[config.mk]
export PLATFORM = sky130hd
export DESIGN_NAME = booth_mul_pipe_flat
export DESIGN_NICKNAME = d
export VERILOG_FILES = /design/src/rtl/booth_mul_pipe_if.sv /design/src/rtl/booth_mul_pipe.sv /design/src/flat_wrapper.sv
export SDC_FILE = /design/constraint.sdc
export NUM_CORES = 2
export LEC_CHECK = 0
export BUFFER_PORTS_ARGS = -buffer_cell sky130_fd_sc_hd__buf_4
export CORE_UTILIZATION = 62
export CTS_BUF_LIST = sky130_fd_sc_hd__clkbuf_16
export CTS_CLUSTER_SIZE = 14
export DETAILED_ROUTE_END_ITERATION = 10
export PLACE_DENSITY = 0.8
export RECOVER_POWER = 100
export SKIP_LAST_GASP = 1
export SYNTH_ARGS = -nofsm -noshare
export SYNTH_HDL_FRONTEND = slang
export SYNTH_SLANG_ARGS = --single-unit
[constraint.sdc]
create_clock -name mul_clk -period 10.5 [get_ports mul_clk]
set_input_delay 1.575 -clock mul_clk [delete_from_list [all_inputs] [get_ports mul_clk]]
set_output_delay 1.575 -clock mul_clk [all_outputs]
set_load 0.02 [all_outputs]
[src/rtl/booth_mul_pipe_if.sv]
// rtl/booth_mul_pipe_if.sv - operand/result handshake bundle for booth_mul_pipe
//
// Purpose: groups the producer-side operand channel and the consumer-side
// result channel of the pipelined multiplier.
// Signals:
//   in_valid/in_ready   operand handshake
//   x, y                multiplicand / multiplier (WIDTH bits)
//   x_signed, y_signed  per-operand two's complement select
//   in_tag / out_tag    opaque tag travelling with the operation
//   out_valid/out_ready result handshake
//   result              full 2*WIDTH-bit product
// Modports: master = operand producer and result consumer, slave = multiplier.
`timescale 1ns/1ps

interface booth_mul_pipe_if #(
  parameter int WIDTH = 32,
  parameter int TAG_W = 4
);
  logic               in_valid;
  logic               in_ready;
  logic [WIDTH-1:0]   x;
  logic [WIDTH-1:0]   y;
  logic               x_signed;
  logic               y_signed;
  logic [TAG_W-1:0]   in_tag;
  logic               out_valid;
  logic               out_ready;
  logic [2*WIDTH-1:0] result;
  logic [TAG_W-1:0]   out_tag;

  modport master (
    output in_valid, x, y, x_signed, y_signed, in_tag, out_ready,
    input  in_ready, out_valid, result, out_tag
  );

  modport slave (
    input  in_valid, x, y, x_signed, y_signed, in_tag, out_ready,
    output in_ready, out_valid, result, out_tag
  );
endinterface

[src/rtl/booth_mul_pipe.sv]
// rtl/booth_mul_pipe.sv - pipelined radix-4 Booth / Wallace-tree multiplier
//
// Purpose: exact 2*WIDTH-bit product of two WIDTH-bit operands, each
// independently signed or unsigned, with valid/ready flow control, an
// in-order pass-through tag and a flush that kills all in-flight work.
// Parameters: WIDTH (even, 8..64), STAGES (2 or 3), TAG_W.
// Ports:
//   mul_clk  clock, rising edge
//   reset    synchronous active-high reset
//   flush    clears every stage valid bit; an input offered this cycle is dropped
//   bus      booth_mul_pipe_if.slave operand/result handshake
// Pipeline: STAGES=2 -> [decode+tree] | [final add] | out
//           STAGES=3 -> [decode] | [tree] | [final add] | out
`timescale 1ns/1ps

module booth_mul_pipe #(
  parameter int WIDTH  = 32,
  parameter int STAGES = 2,
  parameter int TAG_W  = 4
) (
  input logic             mul_clk,
  input logic             reset,
  input logic             flush,
  booth_mul_pipe_if.slave bus
);
  localparam int PW   = 2 * WIDTH;    // product width
  localparam int NPP  = WIDTH / 2 + 1;  // Booth partial products
  localparam int ROWS = NPP + 1;        // plus one row holding the +1 bits

  logic              stall;
  logic              adv;
  logic              accept;
  logic [STAGES-1:0] vld;
  logic [TAG_W-1:0]  tag_q [STAGES];
  logic [PW-1:0]     res_q;

  logic [PW-1:0]     dec_rows [ROWS];
  logic [PW-1:0]     tree_in  [ROWS];
  logic [PW-1:0]     tree_sum;
  logic [PW-1:0]     tree_carry;
  logic [PW-1:0]     fin_sum;
  logic [PW-1:0]     fin_carry;

  // A held output freezes the whole pipe; bubbles are never squeezed out.
  assign stall        = vld[STAGES-1] & ~bus.out_ready;
  assign adv          = ~stall;
  assign bus.in_ready = ~stall & ~flush & ~reset;
  assign accept       = bus.in_valid & bus.in_ready;

  // Booth decode. Operands are widened by two bits so the unsigned case
  // looks like a positive signed number; every row is sign-extended to the
  // full product width, so the modulo-2^PW sum is the exact product.
  // Negative selections are emitted as one's complement; the missing +1 of
  // row i lands at bit 2*i of the extra row.
  always_comb begin : booth_decode
    logic [WIDTH+1:0] x_ext;
    logic [WIDTH+1:0] y_ext;
    logic [WIDTH+2:0] y_win;
    logic [PW-1:0]    x_full;
    logic [PW-1:0]    mag;
    logic [2:0]       sel;
    logic             neg;
    x_ext  = {{2{bus.x_signed & bus.x[WIDTH-1]}}, bus.x};
    y_ext  = {{2{bus.y_signed & bus.y[WIDTH-1]}}, bus.y};
    y_win  = {y_ext, 1'b0};
    x_full = {{(PW-WIDTH-2){x_ext[WIDTH+1]}}, x_ext};
    mag    = '0;
    sel    = '0;
    neg    = 1'b0;
    dec_rows[ROWS-1] = '0;
    for (int i = 0; i < NPP; i++) begin
      sel = y_win[2*i +: 3];
      case (sel)
        3'b001, 3'b010, 3'b101, 3'b110: mag = x_full;
        3'b011, 3'b100:                 mag = x_full << 1;
        default:                        mag = '0;
      endcase
      neg = sel[2] & ~(sel[1] & sel[0]);
      dec_rows[i] = (neg ? ~mag : mag) << (2 * i);
      dec_rows[ROWS-1][2*i] = neg;
    end
  end

  // Wallace reduction: each level turns every complete group of three rows
  // into a sum row and a shifted majority row; leftovers pass through.
  // The arrays carry two spare entries so the triple reads stay in range.
  always_comb begin : csa_tree
    logic [PW-1:0] lvl [ROWS+2];
    logic [PW-1:0] nxt [ROWS+2];
    int            n;
    int            k;
    lvl = '{default: '0};
    nxt = '{default: '0};
    for (int i = 0; i < ROWS; i++) lvl[i] = tree_in[i];
    n = ROWS;
    k = 0;
    for (int l = 0; l < ROWS; l++) begin
      if (n > 2) begin
        nxt = '{default: '0};
        k   = 0;
        for (int j = 0; j < ROWS; j += 3) begin
          if (j + 2 < n) begin
            nxt[k]   = lvl[j] ^ lvl[j+1] ^ lvl[j+2];
            nxt[k+1] = ((lvl[j] & lvl[j+1]) | (lvl[j] & lvl[j+2]) |
                        (lvl[j+1] & lvl[j+2])) << 1;
            k = k + 2;
          end else begin
            if (j < n) begin
              nxt[k] = lvl[j];
              k = k + 1;
            end
            if (j + 1 < n) begin
              nxt[k] = lvl[j+1];
              k = k + 1;
            end
          end
        end
        lvl = nxt;
        n   = k;
      end
    end
    tree_sum   = lvl[0];
    tree_carry = lvl[1];
  end

  if (STAGES == 2) begin : g_s2
    logic [PW-1:0] s1_sum;
    logic [PW-1:0] s1_carry;

    assign tree_in   = dec_rows;
    assign fin_sum   = s1_sum;
    assign fin_carry = s1_carry;

    always_ff @(posedge mul_clk) begin
      if (adv) begin
        s1_sum   <= tree_sum;
        s1_carry <= tree_carry;
      end
    end
  end else begin : g_s3
    logic [PW-1:0] s1_rows [ROWS];
    logic [PW-1:0] s2_sum;
    logic [PW-1:0] s2_carry;

    assign tree_in   = s1_rows;
    assign fin_sum   = s2_sum;
    assign fin_carry = s2_carry;

    always_ff @(posedge mul_clk) begin
      if (adv) begin
        s1_rows  <= dec_rows;
        s2_sum   <= tree_sum;
        s2_carry <= tree_carry;
      end
    end
  end

  // Output data register: cleared only by reset; after a flush it may hold
  // a stale value but its valid bit is already low.
  always_ff @(posedge mul_clk) begin
    if (reset) begin
      res_q <= '0;
    end else if (adv) begin
      res_q <= fin_sum + fin_carry;
    end
  end

  // Valid and tag shift together with the data; flush beats advance.
  always_ff @(posedge mul_clk) begin
    if (reset) begin
      vld <= '0;
      for (int i = 0; i < STAGES; i++) tag_q[i] <= '0;
    end else begin
      if (adv) begin
        tag_q[0] <= bus.in_tag;
        for (int i = 1; i < STAGES; i++) tag_q[i] <= tag_q[i-1];
      end
      if (flush) begin
        vld <= '0;
      end else if (adv) begin
        vld <= {vld[STAGES-2:0], accept};
      end
    end
  end

  assign bus.out_valid = vld[STAGES-1];
  assign bus.result    = res_q;
  assign bus.out_tag   = tag_q[STAGES-1];
endmodule

[src/flat_wrapper.sv]
// flat-port wrapper written by rule: the top's interface ports become plain ports
module booth_mul_pipe_flat 
#(
  parameter int WIDTH  = 32,
  parameter int STAGES = 2,
  parameter int TAG_W  = 4
)
  (mul_clk, reset, flush, bus_in_valid, bus_x, bus_y, bus_x_signed, bus_y_signed, bus_in_tag, bus_out_ready, bus_in_ready, bus_out_valid, bus_result, bus_out_tag);
  booth_mul_pipe_if #(.WIDTH(WIDTH), .TAG_W(TAG_W)) bus_i ();
  input logic mul_clk;
  input logic reset;
  input logic flush;
  input wire logic [$bits(bus_i.in_valid)-1:0] bus_in_valid;
  input wire logic [$bits(bus_i.x)-1:0] bus_x;
  input wire logic [$bits(bus_i.y)-1:0] bus_y;
  input wire logic [$bits(bus_i.x_signed)-1:0] bus_x_signed;
  input wire logic [$bits(bus_i.y_signed)-1:0] bus_y_signed;
  input wire logic [$bits(bus_i.in_tag)-1:0] bus_in_tag;
  input wire logic [$bits(bus_i.out_ready)-1:0] bus_out_ready;
  output wire logic [$bits(bus_i.in_ready)-1:0] bus_in_ready;
  output wire logic [$bits(bus_i.out_valid)-1:0] bus_out_valid;
  output wire logic [$bits(bus_i.result)-1:0] bus_result;
  output wire logic [$bits(bus_i.out_tag)-1:0] bus_out_tag;
  assign bus_i.in_valid = bus_in_valid;
  assign bus_i.x = bus_x;
  assign bus_i.y = bus_y;
  assign bus_i.x_signed = bus_x_signed;
  assign bus_i.y_signed = bus_y_signed;
  assign bus_i.in_tag = bus_in_tag;
  assign bus_i.out_ready = bus_out_ready;
  assign bus_in_ready = bus_i.in_ready;
  assign bus_out_valid = bus_i.out_valid;
  assign bus_result = bus_i.result;
  assign bus_out_tag = bus_i.out_tag;
  booth_mul_pipe #(.WIDTH(WIDTH), .STAGES(STAGES), .TAG_W(TAG_W)) u_core (.mul_clk(mul_clk), .reset(reset), .flush(flush), .bus(bus_i));
endmodule
# Word level (Yosys, flattened, before mapping)
# Memories as Yosys holds them, arrays and structs flattened.
# Cells that the tools add are included.
# word_totals
ff_bits	193
memories	1
rom_bits	0
latch_bits	0
ram_bits	8
elab_cells	369
# op_classes
n_reduce_logical	34
bitwise_logic	189
n_addsub	1
mul	0
magnitude_cmp	0
shift	0
n_eq_ne	99
mux	41
div	0
# memory_table
memory	depth	word_bits	read_ports	rd_ports_with_merged_regs	write_ports	line_no	rtl
u_core.tag_q	2	4	2	0	2	booth_mul_pipe.sv:34	logic [TAG_W-1:0] tag_q [STAGES];
# op_table
cell	n
$and 63x63->63	46
$or 63x63->63	32
$xor 64x64->64	31
$eq 3x3->1 const B	48
$pmux 64 s2	1
$and 63x33->63	2
$pmux 62 s2	1
$pmux 60 s2	1
$pmux 58 s2	1
$pmux 56 s2	1
$pmux 54 s2	1
$pmux 52 s2	1
$pmux 50 s2	1
$eq 3x2->1 const B	32
$pmux 48 s2	1
$pmux 46 s2	1
$pmux 44 s2	1
$pmux 42 s2	1
$pmux 40 s2	1
$pmux 38 s2	1
$pmux 36 s2	1
$pmux 34 s2	1
$add 64x64->64	1
$mux 64	1
45 further kinds	155

# Longest topological paths before layout
# logic_depth
depth_word	23
mapped_depth	21
mapped_depth_nobuf	20

# Least setup slack after synthesis
# Ideal clock, no wire load.
# synth_timing
path_kind	input to register
start	input bus_y[1]
end	register u_core.g_s2.s1_sum[63] (netlist: u_core.fin_sum[63]) (data pin)
setup_ns	0.260
cell_stages	18
path_slack_ns	3.751
arrival_time_ns	6.490
path_cell_list	clkbuf_1 inv_2 ha_1 mux2_2 o21ai_0 xor2_1 xnor2_1 xnor2_1 fa_1 fa_1 inv_1 fa_1 fa_1 xnor2_1 xnor2_1 xnor2_1 xnor2_1 xnor2_1
# synth_lines
item	line_no	rtl
from (decl)	flat_wrapper.sv:15	input wire logic [$bits(bus_i.y)-1:0] bus_y;
to (signal assigned)	booth_mul_pipe.sv:136	s1_sum <= tree_sum;
to (decl)	booth_mul_pipe.sv:127	logic [PW-1:0] s1_sum;

==> summary.md <==
| Metric | Value |
|---|---|
| Status | `complete, but fails checks` |
| Failing checks | `max-capacitance violations, max-slew violations` |
| Pin count of the biggest net entering global routing | `95` |
| Busiest grt layer | `met2` |
| Critical path launch point type | `primary input` |
| Achievable clock frequency | `115.4 MHz` |
| Setup Buffers After CTS | `0` |
| Layout cells sized above 1 | `5.950%` |
| Crit-path cells | `clkbuf_1 > inv_1 > nor2_1 > buf_4 > mux2i_1 > xnor2_1 > xnor2_1 > fa_1 > fa_1 > inv_1 > fa_1 > fa_1 > xnor2_1 > xnor2_1 > xnor2_1 > xnor2_1 > xnor2_1` |
| Worst-Skew Late Latency | `450 ps` |
| Async SR Flop Fraction | `0%` |
| CTS tree | `yes` |
| Chip Width | `242.8 um` |
| Min cycle time layout | `8666 ps` |
| Initial core utilization | `63.29%` |
| ANT nets after route | `0` |
| EDFF count, synth | `131` |
| Dominant cells by area after synthesis | `fa_1 (30%), xnor2_1 (13%), edfxtp_1 (11%), a22oi_1 (9.7%), ha_1 (7.2%)` |
| Total global routing track utilization | `34.58%` |
| Max-slew violations | `139` |
| Critical Path RT | `10710 ps` |
| M2 GR Usage | `52.39%` |
| Hold crit path type | `flip-flop to flip-flop` |
| Synth Cell Area | `35960 um2` |
| Avg Inst Size Synth | `9.467 um2` |
| Fin crit share | `82.54%` |
| Slew @ Worst Pin | `3617 ps` |
| Synth top area share | `29.50%` |
| Initial drt markers | `3436` |
| Vias in the first global route | `27860` |
| Max incr delay on CP | `1460 ps` |
| DRC violations left | `0` |
| # port buffers | `144` |
| Clock transition at path regs | `80 ps` |
| GPL Wtd Cong | `0.9515` |
| Worst Path Max Fanout | `33` |
| Yosys warns | `0` |
| Crit path top cell by count | `xnor2_1` |
| Mapped Cells | `3799` |
| Critical path type | `primary input to flip-flop` |
| RSZ-0062 raised after global routing | `no` |
| GR met1 Demand/Resource | `47.20%` |
| Die Ht | `242.8 um` |
| Die Area | `58970 um2` |
| Post-synth net total | `4611` |
| DR WL/cell | `23.07 um` |
| Core box area | `56820 um2` |
| Maximum clock insertion buffer count | `2` |
| FP Rows | `87` |
| Cts repair resizes | `0` |
| Total gr overflow | `0` |
| Seq/Total Area, Yosys | `14.61%` |
| Final Skew | `11.52 ps` |
| CTS Buf Count | `17` |
| Core Util, Final | `65.68%` |
| Final Hold Fails | `0` |
| Synth Register Bits | `197` |
| # hold bufs at CTS | `0` |
| Worst rel slew slack | `-141.1%` |
| Critical path endpoint category | `flip-flop` |
| Data arrival, critical path | `8880 ps` |
| Crit-path slowest cell | `clkbuf_1` |
| Top FF cell, synth | `edfxtp_1` |
| Setup violations, final | `0` |
| Setup_tns | `0 ps` |
| Area growth syn-to-layout | `3.778%` |
| I/O pin count | `145` |
| Root buf cell | `clkbuf_16` |
| M3 GR Usage | `10.67%` |
| Hold WS | `450.5 ps` |
| Avg Vias per Cell | `6.332` |
| Hpwl dp | `72480 um` |
| Synth area leader | `fa_1` |
| Number of distinct library cells after synthesis | `85` |
| TritonCTS Sinks | `197` |
| Global-route wire length before repair | `158500 um` |
| Max-cap violation count | `3` |
| Vias | `27990` |
| First-pass DRT Iterations | `7` |
| Nets | `4463` |
| Initial antenna violation count | `3` |
| CTS H-tree lvls | `4` |
| Overall routed net length | `102000 um` |
## per-layer routing
layer | vias to the layer above | share of wire (%)
met5 | - | 0.15
met4 | 8 | 3.2
met3 | 308 | 14
met2 | 1941 | 43
met1 | 13670 | 39
li1 | 12070 | -
## cells by family (layout without fill, tap and decap cells)
kind of cell	Yosys count	after routing	synth area share, %
flip-flops	197	197	14.61
buffers and inverters	957	822	10.15
AO/OA/AOI/OAI	819	819	16.02
AND/OR/NAND/NOR	403	403	5.472
adder cells (fa/ha/maj)	756	756	37.23
multiplexers	38	38	1.131
XOR/XNOR	629	629	15.38
other	0	1	0
## worst max-delay path: cells and delay by family
| family | cells | cell delay, ps |
|---|---|---|
| mux | 1 | 360 |
| fa+ha+maj | 4 | 2130 |
| simple gates | 1 | 260 |
| xor+xnor | 7 | 1530 |
| buf+inv | 4 | 3020 |
## final timing paths
path | endpoint | cells past startpoint | start | slack (ps)
min | u_core.bus.result[59] | 2 | u_core.bus.result[59] | 450
max reg2reg | u_core.fin_sum[2] | 4 | u_core.vld[1] | 5470
max | u_core.fin_sum[63] | 17 | bus_y[0] | 1830
min reg2reg | u_core.bus.result[59] | 2 | u_core.bus.result[59] | 450
## area by class of cell
cell class,count,area [um2]
Antenna cell,1,2.502
Clock buffer,17,425.4
Clock inverter,15,196.4
Fill cell,4596,19500
Inverter,605,2276
Multi-Input combinational cell,2645,27110
Sequential cell,197,5255
Tap cell,756,945.9
Timing Repair Buffer,185,1107
## synth_stat cells (3+ instances only)
master,instances
a211oi_1,13
a21boi_1,3
a21o_1,22
a21oi_1,118
a21oi_2,6
a22o_1,25
a22oi_1,467
a31oi_1,8
and2_1,62
and3_1,8
buf_1,53
buf_2,17
buf_4,8
clkbuf_1,273
dfxtp_1,66
edfxtp_1,131
fa_1,530
ha_1,207
inv_1,600
inv_2,5
maj3_1,19
mux2_2,14
mux2i_1,22
nand2_1,164
nand2b_1,14
nand3_1,30
nand4_1,17
nor2_1,62
nor2b_1,9
nor3_1,11
o211ai_1,6
o21a_1,5
o21ai_0,68
o21ai_1,31
o21ai_2,6
o21bai_1,13
o221ai_1,3
or3_1,3
xnor2_1,542
xor2_1,84
## through the flow
| stage | setup slack [ps] | cells | cell area (um2) |
|---|---|---|---|
| 2_1_floorplan | 3751 | 3799 | 35960 |
| 3_3_place_gp | 2890 | 4388 | 36990 |
| 3_5_place_dp | 2795 | 4388 | 36990 |
| 4_1_cts | 3260 | 4420 | 37610 |
| 5_1_grt | 1487 | 4420 | 37320 |
| 6_report | 1834 | 4421 | 37320 |
## cell usage in the layout (no fill, tap or decap), types with 30 or more instances in the layout
cell type / synthesis / routed
a22oi_1: 467 / 467
ha_1: 207 / 207
nor2_1: 62 / 59
nand3_1: 30 / 30
xnor2_1: 542 / 542
nand2_1: 164 / 164
fa_1: 530 / 530
and2_1: 62 / 60
edfxtp_1: 131 / 131
o21ai_0: 68 / 78
inv_1: 600 / 600
buf_4: 8 / 109
xor2_1: 84 / 84
a21oi_1: 118 / 118
dfxtp_1: 66 / 66
clkbuf_1: 273 / 75
## flip-flops by register name, summed over array words and instances (netlist names)
name               cells
u_core.vld             2
u_core.tag_q           8
u_core.bus.result     64
u_core.fin_carry      59
u_core.fin_sum        64
Power is left out: the tool's default activity adds up to more than one toggle a clock period on the data nets, which glitch-free logic cannot reach.
